==> src/rtl/ps2_key_decoder.sv <==
// ps2_key_decoder
//   Turns the raw PS/2 set-2 scancode byte stream into ordered key events
//   (ASCII, raw code, make/break, extended). Tracks the F0/E0 prefixes,
//   both Shift keys and Caps Lock, and queues events in a FIFO drained
//   through a valid/ready port.
//
//   Optional feature macro: PS2_TYPEMATIC_FILTER_EN
//     When defined, a repeated make of the most recently pushed (held) key is
//     discarded. A break of that key clears it. A different make replaces it.
//
// Ports
//   clk, clrn            clock, synchronous active-low reset
//   in_valid, in_code    one-cycle scancode byte strobe and byte
//   out_valid/out_ready  FIFO head handshake
//   out_ascii/out_code/out_release/out_ext   head event fields
//   shift_held, caps_on  modifier state
//   press_cnt            pushed make events, wraps
//   overflow, ovf_clr    sticky drop flag and its clear
module ps2_key_decoder #(
    parameter int FIFO_DEPTH = 8,
    parameter int CNT_W      = 8
) (
    input  logic             clk,
    input  logic             clrn,
    input  logic             in_valid,
    input  logic [7:0]       in_code,
    output logic             out_valid,
    input  logic             out_ready,
    output logic [7:0]       out_ascii,
    output logic [7:0]       out_code,
    output logic             out_release,
    output logic             out_ext,
    output logic             shift_held,
    output logic             caps_on,
    output logic [CNT_W-1:0] press_cnt,
    output logic             overflow,
    input  logic             ovf_clr
);
    localparam int AW = (FIFO_DEPTH > 2) ? $clog2(FIFO_DEPTH) : 1;
    localparam logic [AW:0]      DEPTH_C     = (AW+1)'(FIFO_DEPTH);
    localparam logic [AW:0]      CNT_ONE_C   = (AW+1)'(1);
    localparam logic [AW-1:0]    PTR_ONE_C   = AW'(1);
    localparam logic [CNT_W-1:0] PRESS_ONE_C = CNT_W'(1);

    typedef enum logic [1:0] {
        ST_IDLE    = 2'd0,
        ST_EXT     = 2'd1,
        ST_BRK     = 2'd2,
        ST_EXT_BRK = 2'd3
    } state_t;

    typedef struct packed {
        logic [7:0] ascii;
        logic [7:0] code;
        logic       rel;
        logic       ext;
    } event_t;

    // Set-2 code to ASCII; letters case-flip on shift XOR caps, digits shift to symbols.
    function automatic logic [7:0] key_ascii(input logic [7:0] code,
                                             input logic shift, input logic caps);
        logic [7:0] lc;
        logic [7:0] res;
        lc  = 8'h00;
        res = 8'h00;
        case (code)
            8'h1C: lc = 8'h61;  8'h32: lc = 8'h62;  8'h21: lc = 8'h63;  8'h23: lc = 8'h64;
            8'h24: lc = 8'h65;  8'h2B: lc = 8'h66;  8'h34: lc = 8'h67;  8'h33: lc = 8'h68;
            8'h43: lc = 8'h69;  8'h3B: lc = 8'h6A;  8'h42: lc = 8'h6B;  8'h4B: lc = 8'h6C;
            8'h3A: lc = 8'h6D;  8'h31: lc = 8'h6E;  8'h44: lc = 8'h6F;  8'h4D: lc = 8'h70;
            8'h15: lc = 8'h71;  8'h2D: lc = 8'h72;  8'h1B: lc = 8'h73;  8'h2C: lc = 8'h74;
            8'h3C: lc = 8'h75;  8'h2A: lc = 8'h76;  8'h1D: lc = 8'h77;  8'h22: lc = 8'h78;
            8'h35: lc = 8'h79;  8'h1A: lc = 8'h7A;
            default: lc = 8'h00;
        endcase
        if (lc != 8'h00) begin
            res = (shift ^ caps) ? (lc - 8'h20) : lc;
        end else begin
            case (code)
                8'h45: res = shift ? 8'h29 : 8'h30;
                8'h16: res = shift ? 8'h21 : 8'h31;
                8'h1E: res = shift ? 8'h40 : 8'h32;
                8'h26: res = shift ? 8'h23 : 8'h33;
                8'h25: res = shift ? 8'h24 : 8'h34;
                8'h2E: res = shift ? 8'h25 : 8'h35;
                8'h36: res = shift ? 8'h5E : 8'h36;
                8'h3D: res = shift ? 8'h26 : 8'h37;
                8'h3E: res = shift ? 8'h2A : 8'h38;
                8'h46: res = shift ? 8'h28 : 8'h39;
                8'h29: res = 8'h20;
                8'h5A: res = 8'h0D;
                8'h66: res = 8'h08;
                8'h0D: res = 8'h09;
                8'h76: res = 8'h1B;
                default: res = 8'h00;
            endcase
        end
        return res;
    endfunction

    state_t              state_r, state_nxt_s;
    logic                ev_valid_s, ev_release_s, ev_ext_s, is_mod_s;
    logic                push_req_s, push_ok_s, pop_s, full_s, drop_s, filter_hit_s;
    logic                shift_l_r, shift_r_r, shift_held_r, caps_r;
    logic                shift_l_nxt_s, shift_r_nxt_s, caps_nxt_s;
    event_t              ev_entry_s;
    event_t              mem_r [FIFO_DEPTH];
    logic [AW-1:0]       wr_ptr_r, rd_ptr_r;
    logic [AW:0]         count_r, count_nxt_s;
    logic                out_valid_r, overflow_r;
    logic [CNT_W-1:0]    press_cnt_r;

    // Prefix FSM state register.
    always_ff @(posedge clk) begin
        if (!clrn) state_r <= ST_IDLE;
        else       state_r <= state_nxt_s;
    end

    // Prefix FSM next-state; only a valid byte moves it.
    always_comb begin
        state_nxt_s = state_r;
        if (in_valid) begin
            case (state_r)
                ST_IDLE: begin
                    if (in_code == 8'hF0)      state_nxt_s = ST_BRK;
                    else if (in_code == 8'hE0) state_nxt_s = ST_EXT;
                    else                       state_nxt_s = ST_IDLE;
                end
                ST_EXT: begin
                    if (in_code == 8'hF0)      state_nxt_s = ST_EXT_BRK;
                    else if (in_code == 8'hE0) state_nxt_s = ST_EXT;
                    else                       state_nxt_s = ST_IDLE;
                end
                ST_BRK:     state_nxt_s = ST_IDLE;
                ST_EXT_BRK: state_nxt_s = ST_IDLE;
                default:    state_nxt_s = ST_IDLE;
            endcase
        end else begin
            state_nxt_s = state_r;
        end
    end

    // Prefix FSM outputs: which byte completes an event, and of what kind.
    always_comb begin
        ev_valid_s   = 1'b0;
        ev_release_s = 1'b0;
        ev_ext_s     = 1'b0;
        if (in_valid) begin
            case (state_r)
                ST_IDLE:    ev_valid_s = (in_code != 8'hF0) && (in_code != 8'hE0);
                ST_EXT: begin
                    ev_valid_s = (in_code != 8'hF0) && (in_code != 8'hE0);
                    ev_ext_s   = 1'b1;
                end
                ST_BRK: begin
                    ev_valid_s   = 1'b1;
                    ev_release_s = 1'b1;
                end
                ST_EXT_BRK: begin
                    ev_valid_s   = 1'b1;
                    ev_release_s = 1'b1;
                    ev_ext_s     = 1'b1;
                end
                default: ev_valid_s = 1'b0;
            endcase
        end else begin
            ev_valid_s = 1'b0;
        end
    end

    // Modifier keys are consumed here and never reach the FIFO.
    assign is_mod_s = !ev_ext_s && ((in_code == 8'h12) || (in_code == 8'h59) || (in_code == 8'h58));

    // ASCII uses the modifier state as it was before this byte.
    assign ev_entry_s = '{ascii: ev_ext_s ? 8'h00 : key_ascii(in_code, shift_held_r, caps_r),
                          code:  in_code,
                          rel:   ev_release_s,
                          ext:   ev_ext_s};

    // Next modifier state from the current event.
    always_comb begin
        shift_l_nxt_s = shift_l_r;
        shift_r_nxt_s = shift_r_r;
        caps_nxt_s    = caps_r;
        if (ev_valid_s && !ev_ext_s) begin
            if (in_code == 8'h12) shift_l_nxt_s = !ev_release_s;
            else                  shift_l_nxt_s = shift_l_r;
            if (in_code == 8'h59) shift_r_nxt_s = !ev_release_s;
            else                  shift_r_nxt_s = shift_r_r;
            if ((in_code == 8'h58) && !ev_release_s) caps_nxt_s = !caps_r;
            else                                     caps_nxt_s = caps_r;
        end else begin
            shift_l_nxt_s = shift_l_r;
            shift_r_nxt_s = shift_r_r;
            caps_nxt_s    = caps_r;
        end
    end

    // Modifier registers.
    always_ff @(posedge clk) begin
        if (!clrn) begin
            shift_l_r    <= 1'b0;
            shift_r_r    <= 1'b0;
            shift_held_r <= 1'b0;
            caps_r       <= 1'b0;
        end else begin
            shift_l_r    <= shift_l_nxt_s;
            shift_r_r    <= shift_r_nxt_s;
            shift_held_r <= shift_l_nxt_s | shift_r_nxt_s;
            caps_r       <= caps_nxt_s;
        end
    end

`ifdef PS2_TYPEMATIC_FILTER_EN
    logic       held_vld_r;
    logic       held_ext_r;
    logic [7:0] held_code_r;
    logic       held_match_s;

    assign held_match_s = held_vld_r && (in_code == held_code_r) && (ev_ext_s == held_ext_r);
    assign filter_hit_s = ev_valid_s && !ev_release_s && held_match_s;

    // Held key: set by each pushed make, cleared by its break.
    always_ff @(posedge clk) begin
        if (!clrn) begin
            held_vld_r  <= 1'b0;
            held_ext_r  <= 1'b0;
            held_code_r <= 8'h00;
        end else if (push_ok_s && !ev_release_s) begin
            held_vld_r  <= 1'b1;
            held_ext_r  <= ev_ext_s;
            held_code_r <= in_code;
        end else if (ev_valid_s && ev_release_s && held_match_s) begin
            held_vld_r  <= 1'b0;
        end
    end
`else
    assign filter_hit_s = 1'b0;
`endif

    assign push_req_s = ev_valid_s && !is_mod_s && !filter_hit_s;
    assign pop_s      = out_valid_r && out_ready;
    assign full_s     = (count_r == DEPTH_C);
    // A pop in the same cycle frees the slot, so a full FIFO can still accept.
    assign push_ok_s  = push_req_s && (!full_s || pop_s);
    assign drop_s     = push_req_s && full_s && !pop_s;

    // FIFO occupancy next value.
    always_comb begin
        count_nxt_s = count_r;
        case ({push_ok_s, pop_s})
            2'b10:   count_nxt_s = count_r + CNT_ONE_C;
            2'b01:   count_nxt_s = count_r - CNT_ONE_C;
            default: count_nxt_s = count_r;
        endcase
    end

    // FIFO storage, pointers and valid flag.
    always_ff @(posedge clk) begin
        if (!clrn) begin
            for (int i = 0; i < FIFO_DEPTH; i++) mem_r[i] <= '0;
            wr_ptr_r    <= '0;
            rd_ptr_r    <= '0;
            count_r     <= '0;
            out_valid_r <= 1'b0;
        end else begin
            if (push_ok_s) begin
                mem_r[wr_ptr_r] <= ev_entry_s;
                wr_ptr_r        <= wr_ptr_r + PTR_ONE_C;
            end
            if (pop_s) rd_ptr_r <= rd_ptr_r + PTR_ONE_C;
            count_r     <= count_nxt_s;
            out_valid_r <= (count_nxt_s != '0);
        end
    end

    // Press counter and sticky overflow; a drop wins over a clear.
    always_ff @(posedge clk) begin
        if (!clrn) begin
            press_cnt_r <= '0;
            overflow_r  <= 1'b0;
        end else begin
            if (push_ok_s && !ev_release_s) press_cnt_r <= press_cnt_r + PRESS_ONE_C;
            if (drop_s)       overflow_r <= 1'b1;
            else if (ovf_clr) overflow_r <= 1'b0;
        end
    end

    assign out_valid   = out_valid_r;
    assign out_ascii   = mem_r[rd_ptr_r].ascii;
    assign out_code    = mem_r[rd_ptr_r].code;
    assign out_release = mem_r[rd_ptr_r].rel;
    assign out_ext     = mem_r[rd_ptr_r].ext;
    assign shift_held  = shift_held_r;
    assign caps_on     = caps_r;
    assign press_cnt   = press_cnt_r;
    assign overflow    = overflow_r;

endmodule

==> config.mk <==
export PLATFORM = sky130hd
export DESIGN_NAME = ps2_key_decoder
export DESIGN_NICKNAME = d
export VERILOG_FILES = /design/src/rtl/ps2_key_decoder.sv
export SDC_FILE = /design/constraint.sdc
export NUM_CORES = 1
export LEC_CHECK = 0
export BUFFER_PORTS_ARGS = -buffer_cell sky130_fd_sc_hd__buf_2
export CAP_MARGIN = 0
export CORE_AREA = 2 2 212 151
export CTS_CLUSTER_SIZE = 12
export DETAILED_ROUTE_END_ITERATION = 6
export DIE_AREA = 0 0 214 153
export PLACE_DENSITY = 0.41
export REMOVE_ABC_BUFFERS = 1
export SYNTH_ARGS = -nofsm -noshare
export SYNTH_HDL_FRONTEND = slang
export SYNTH_SLANG_ARGS = --single-unit
==> constraint.sdc <==
create_clock -name clk -period 4.6 [get_ports clk]
set_input_delay 0.92 -clock clk [delete_from_list [all_inputs] [get_ports clk]]
set_output_delay 0.92 -clock clk [all_outputs]
set_load 0.02 [all_outputs]
# Yosys cells after proc, flatten, opt, wreduce, memory -nomap -nowiden
# Memories as Yosys holds them, arrays and structs flattened. A register that Yosys moved wholly into a read port is not among the register bits.
# Index checks and enable logic that the tools add are counted.
# word_totals
input_bits	13
elab_cells	118
mem_count	2
ram_bits	144
romBits	896
output_inout_bits	30
regBits	26
# op_classes
eq_ne	28
bitwise_logic	2
n_reduce_logical	28
addsub	6
muxes	41
# mem_list
memory	words	word_bits	read_ports	rd_clocked_by_memory_dff	write_ports	line	rtl
(no name shown)	128	7	1	0	0	66	case (code)
mem_r	8	18	1	1	8	107	event_t mem_r [FIFO_DEPTH];
# ops
operator	n
7-bit one-hot mux with 15 select lines	1
8-bit by 6-bit equality test with 1-bit output (second input constant)	7
8-bit by 7-bit equality test with 1-bit output (second input constant)	7
5-bit two-way mux	8
8-bit two-way mux	4
8-bit by 5-bit equality test with 1-bit output (second input constant)	3
18-bit two-way mux	1
18-bit OR reduction	1
1-bit two-way mux	17
8-bit equality test (second input constant)	2
8-bit inequality test (second input constant)	2
7-bit two-way mux	2
1-bit logical AND	10
3-bit two-way mux	3
8-bit by 1-bit adder with 8-bit output (second input constant)	1
8-bit by 4-bit equality test with 1-bit output (second input constant)	1
4-bit one-hot mux with 2 select lines	1
8-bit nonzero test	1
8-bit by 6-bit subtractor with 8-bit output (second input constant)	1
3-bit by 1-bit adder with 3-bit output (second input constant)	2
2-bit equality test (second input constant)	3
1-bit zero test	6
2-bit one-hot mux with 3 select lines	1
2-bit OR reduction	3
13 further kinds	17

# Logic depth before layout (Yosys ltp)
# Gate-level depths: netlist of the first run.
# logic_depth
ltp_word	14
depth_mapped	14
ltp_nobuf	13

# Least setup slack after synthesis of the first run
# No wires, ideal clock.
# synth_timing
path_type	input to register
start	input port in_code[0]
end	memory mem_r[7][0] (netlist name) (enable)
setup_ns	0.418
t_arrival_ns	3.838
path_buffers	1
slack_ns	0.344
path_stages	9
required_time_ns	4.182
cell_sequence	clkinv_1 > ha_1 > and3_1 > a41o_1 > nor2_1 > and2_4 > nand2_1 > buf_2 > o21ai_0
# synth_rtl
item	line	rtl
from (decl)	26	input logic [7:0] in_code,
to (decl)	107	

==> metrics, run 1 <==
dpl hpwl=18300 µm; status=finished clean; reg2reg setup slack=2.12 ns; starting density of the core=0.297; worst path required time=4.74 ns; routability cong.=0.848; Place WS=0.502 ns; Achievable Freq=272 MHz; final setup skew=0.00998 ns; Final Max Slew Viols=0; register area=4910 µm²; 1st-pass router iterations=5; Layout area overhead=14.2%; CP startpoint kind=input port; CP cell instances=buf_2, inv_1, ha_1, nor2b_1, a2111oi_2, nor4_2, a221o_1, nor4_4, a211oi_2; share of cells above drive strength 1=0.261; total number of vias=6124; WP data arrival=3.81 ns; initial antenna violation count=0; commonest non-fill, non-tap cell in the layout=edfxtp_1; Chip Width=214 µm; post-synthesis sequential area ratio=0.538; overall power=3890 µW; Placed Cells=1174; Setup TNS=0 ns; Netlist cell types=91; CTS clk-pin slew, worst paths=0.06 ns; r2r startpoint=out_valid; vias in the first global route=6324; # setup viols final=0; Tmin final=3.68 ns; Hold Path Class=flip-flop to flip-flop; Worst R2R End=mem_r[7][14]; Max clock buf depth=2; Hold Path Depth=2; Die H=153 µm; CTS tree=built; Via-to-Cell Ratio=5.07; antenna-violating nets left=0; Worst Hold Launch=shift_r_r; Port Buf Inserts=42; commonest non-fill, non-tap cells in the layout=edfxtp_1 (144), nor2_1 (113), nand2_1 (46); Non-Filler Instances=1207; first-pass GRT wire length=40500 µm; Worst setup EP type=flip-flop; crit-path max FO=14; die area=32700 µm²; R2R depth=7; max_cap viols=0; worst vdd ir=0.201 mV; Clock Latency Late Sink=0.43 ns; crit path launch=in_code[1]; LEAKAGE=0.00369 µW; pin count of the biggest net entering global routing=37; Filler Cells Inserted=3061; Critical Path Max Stage Delay=0.74 ns; Post-CTS Resized=0; Syn. warnings=0; ys async rst share=0; Syn Inst Count=727; mapped cell area=9120 µm²; Final Hold Viols=0; drt drc=0; EDFF count, synth=144; power density over the cells=374 nW/µm²; total track usage=0.166; H-tree levels=4; drt total wl=26500 µm; CTS Hold Bufs=0; Hold EP=shift_r_r; # nets final=801; postcts setup bufs=0; clk sinks=173; grt ovf=0; DR WL/cell=21.9 µm; First DRT Iteration DRCs=539; Slew @ Worst Pin=0.765 ns; IO Pins=43; average size of a mapped cell=12.5 µm²; CORE AREA=30700 µm²; unrepaired setup endpoints after global routing=no; Root Buffer=clkbuf_16; Slowest-stage cell, CP=nor4_4; setup ws final=0.924 ns; Max-slew headroom=0.486; kind of critical path=input port to flip-flop; period utilization=0.799; Num CTS Buffers=17; dominant synthesized flop cell=edfxtp_1; area taken by multi-input logic gates=3890 µm²; Std-Cell Rows=54; Seq cells post-synth=173
stage by stage:
step,area [µm²],utilization,hold slack [ns]
5_1_grt,10400,0.339,0.543
2_1_floorplan,8840,-,0.442
3_3_place_gp,9840,0.320,0.460
6_report,10400,0.339,0.498
4_1_cts,10400,0.339,0.504
3_5_place_dp,9840,0.320,0.494
sequential cells by signal, summed over array words and instances, names as in the netlist, named ones only:
register / count
shift_held: 1
state_r: 2
press_cnt: 8
mem_r: 144
count_r: 4
wr_ptr_r: 3
caps_on: 1
overflow: 1
shift_l_r: 1
shift_r_r: 1
out_valid: 1
rd_ptr_r: 3
worst max path at each step:
stage / endpoint / slack, ns / cells past startpoint
2_1_floorplan: mem_r[7][0] / 0.29 / 8
3_3_place_gp: mem_r[0][15] / 0.59 / 9
3_5_place_dp: mem_r[0][15] / 0.50 / 9
4_1_cts: mem_r[0][15] / 0.95 / 9
5_1_grt: mem_r[5][15] / 0.66 / 9
6_report: mem_r[5][15] / 0.92 / 9
routing by layer:
layer / track usage / share of wire / vias to the layer above
met5: 0 / 0 / -
met4: 0.0336 / 0.0069 / 0
met3: 0.0318 / 0.046 / 11
met2: 0.256 / 0.45 / 152
met1: 0.242 / 0.49 / 3148
li1: - / - / 2813
synthesized netlist by cell type, drive strengths merged (3+ instances only):
cell | instances | share of area
o211ai | 4 | 0.0038
mux4 | 36 | 0.089
o31ai | 3 | 0.0025
a211oi | 12 | 0.015
and4 | 8 | 0.0077
nor2 | 114 | 0.047
nor4 | 5 | 0.0058
mux2 | 20 | 0.025
dfxtp | 29 | 0.064
nand3 | 17 | 0.011
o21ai | 13 | 0.0075
ha | 14 | 0.019
and3 | 8 | 0.0060
nor3 | 21 | 0.012
xor2 | 5 | 0.0048
nand2 | 48 | 0.021
mux2i | 12 | 0.013
nand4 | 9 | 0.0062
nand3b | 6 | 0.0063
xnor2 | 12 | 0.012
and2 | 34 | 0.024
nor3b | 5 | 0.0047
or3 | 3 | 0.0021
a21oi | 19 | 0.012
inv | 12 | 0.0052
a21boi | 5 | 0.0045
edfxtp | 144 | 0.47
nor2b | 12 | 0.0082
buf | 29 | 0.022
clkbuf | 19 | 0.0078
o21a | 4 | 0.0034
or2 | 3 | 0.0021
area by class of cell:
cell class	instances	area share
sequential	173	0.471
multi-input combinational	492	0.373
tap	420	0.0505
timing repair buffer	75	0.0452
clock buffer	18	0.0412
clock inverter	14	0.0129
inverter	14	0.00529
antenna	1	0.000240
cells by family after synthesis:
kind of cell	share of synthesized area
AOI/OAI and AO/OA	0.0852
buffers and inverters	0.0360
and+or+nand+nor	0.176
muxes	0.127
xor gates and xnor gates	0.0163
DFF	0.538
adders and majority gates	0.0214
critical path: cells and delay by family:
| kind | cells | cell delay [ns] |
|---|---|---|
| fa+ha+maj | 1 | 0.48 |
| simple gates | 3 | 1.07 |
| buf+inv | 2 | 0.45 |
| compound gates | 3 | 0.87 |
where the power goes:
group	internal (µW)	total [µW]	switching (µW)	leakage, µW
Clock	758	1400	642	0.000268
Combinational	272	658	385	0.00169
Sequential	1780	1840	59.3	0.00173
Total	2810	3890	1090	0.00369
Power figures use the tool's default switching activity.
==> inputs of run 2 (changes only) <==
==> constraint.sdc (replaced) <==
create_clock -name clk -period 3.45 [get_ports clk]
set_input_delay 0.69 -clock clk [delete_from_list [all_inputs] [get_ports clk]]
set_output_delay 0.69 -clock clk [all_outputs]
set_load 0.02 [all_outputs]
==> metrics, run 2 (synthesized netlist as in run 1, its figures left out) <==
CTS clk-pin slew, worst paths=0.07 ns (about the same); area taken by multi-input logic gates=3890 µm² (unchanged); Chip Width=214 µm (unchanged); Max-slew headroom=0.483 (-0.00334); max_cap viols=0 (unchanged); R2R depth=7 (unchanged); final setup skew=0.0126 ns (+0.00259 ns); Hold Path Depth=2 (unchanged); H-tree levels=4 (unchanged); # setup viols final=0 (unchanged); routability cong.=0.815 (-3.9%); Worst R2R End=mem_r[3][15]; Max clock buf depth=2 (unchanged); cell area after layout=10800 µm² (+4.0%); status=finished clean; Tmin final=3.23 ns; commonest non-fill, non-tap cell in the layout=edfxtp_1; die area=32700 µm² (unchanged); total track usage=0.171 (+0.00576); starting density of the core=0.297 (unchanged); 1st-pass router iterations=5 (unchanged); Via-to-Cell Ratio=5.07 (about the same); First DRT Iteration DRCs=514 (-4.6%); Largest Register=mem_r; Std-Cell Rows=54 (unchanged); Filler Cells Inserted=3020 (-1.3%); Critical Path Max Stage Delay=0.83 ns (+0.09 ns); reg2reg setup slack=1.20 ns (-0.92 ns); Hold Path Class=flip-flop to flip-flop; CORE AREA=30700 µm² (unchanged); r2r startpoint=out_valid; kind of critical path=flip-flop to output port; final core occ=0.352 (+0.0136); n_diodes=0 (-1); unrepaired setup endpoints after global routing=no; CP cell instances=buf_4, mux4_2, mux2_2, buf_2; power density over the cells=497 nW/µm² (+33%); Hold EP=shift_r_r; commonest non-fill, non-tap cells in the layout=edfxtp_1 (144), nor2_1 (113), buf_4 (59); total number of vias=6296 (+2.8%); worst path required time=2.76 ns (-1.98 ns); IO Pins=43 (unchanged); Achievable Freq=310 MHz; dpl hpwl=19000 µm (+3.6%); Num CTS Buffers=17 (unchanged); CTS tree=built; Worst Hold Launch=shift_r_r; Port Buf Inserts=42 (unchanged); Worst setup EP type=output port; period utilization=0.936; Clock Latency Late Sink=0.44 ns (about the same); grt ovf=0 (unchanged); register area=4910 µm² (unchanged); pin count of the biggest net entering global routing=37 (unchanged); Die H=153 µm (unchanged); worst vdd ir=0.265 mV (+32%); first-pass GRT wire length=41600 µm (+2.6%); share of cells above drive strength 1=0.297 (+0.0360); initial antenna violation count=0 (unchanged); clk sinks=173 (unchanged); Slowest-stage cell, CP=dfxtp_2; crit-path max FO=16 (+2); max FFs per register=144 (unchanged); DR WL/cell=21.6 µm (-1.3%); Post-DP Area=10200 µm² (+3.9%); Post-CTS Resized=0 (unchanged); # nets final=837 (+4.5%); vias in the first global route=6517 (+3.1%); antenna-violating nets left=0 (unchanged); drt drc=0 (unchanged); WP data arrival=2.54 ns (-1.27 ns); postcts setup bufs=0 (unchanged); drt total wl=26900 µm (+1.6%); Final Hold Viols=0 (unchanged); Layout area overhead=18.8%; Final Max Slew Viols=0 (unchanged); CTS Hold Bufs=0 (unchanged); Slew @ Worst Pin=0.776 ns (+0.0108 ns); Root Buffer=clkbuf_16; LEAKAGE=0.00393 µW (+6.4%); CP startpoint kind=flip-flop
-- run 2: changes by cell type in the layout (fill, tap and decap cells not counted) --
cell,change
buf_4,+27
clkinv_4,+1
clkinvlp_4,-1
clkinv_1,-2
buf_12,+9
clkbuf_1,-1
diode_2,-1
clkinv_8,+3
-- run 2: stage by stage --
stage | hold WS (ns) | total power [µW] | setup TNS (ns) | std cells | setup WS [ns]
2_1_floorplan | 0.442 | 3050 | -11.39 | 679 | -0.633
3_3_place_gp | 0.459 | 3460 | 0 | 1210 | 0.170
3_5_place_dp | 0.485 | 3470 | 0 | 1210 | 0.0429
4_1_cts | 0.494 | 5440 | 0 | 1242 | 0.152
5_1_grt | 0.527 | 5620 | 0 | 1242 | 0.0844
6_report | 0.493 | 5380 | 0 | 1242 | 0.221
-- run 2: final cells by class --
class	instances	area share
Inverter	14	0.00508
Clock buffer	17	0.0393
Timing Repair Buffer	111	0.0788
Tap cell	420	0.0485
Multi-Input combinational cell	492	0.359
Clock inverter	15	0.0163
Sequential cell	173	0.453
-- run 2: routing by layer --
| metal | part of all wire | up-vias | global-route usage |
|---|---|---|---|
| met3 | 0.041 | 24 | 0.0285 |
| met4 | 0.013 | 0 | 0.0496 |
| met5 | 0 | - | 0 |
| li1 | - | 2887 | - |
| met2 | 0.45 | 160 | 0.261 |
| met1 | 0.50 | 3225 | 0.250 |
-- run 2: report_power, final --
| part | switching [µW] | leakage, µW | internal (µW) |
|---|---|---|---|
| Clock | 936 | 0.000288 | 1030 |
| Combinational | 531 | 0.00191 | 429 |
| Sequential | 83.3 | 0.00173 | 2370 |
-- run 2: worst max-delay path: cells and delay by family (launching register included) --
family,cells,cell delay [ns]
buffers and inverters,2,0.45
multiplexers,2,0.80
flip-flops,1,0.83
-- run 2: worst max path at each step --
stage	start	end	slack (ns)	cells past startpoint
floorplan	in_code[0]	mem_r[7][0]	-0.63	8
global placement	in_code[0]	mem_r[2][10]	0.17	13
detailed placement	in_code[1]	out_valid	0.04	14
CTS	flip-flop	out_ascii[3]	0.15	4
global route	flip-flop	out_ascii[3]	0.08	4
finish	flip-flop	out_ascii[3]	0.22	4
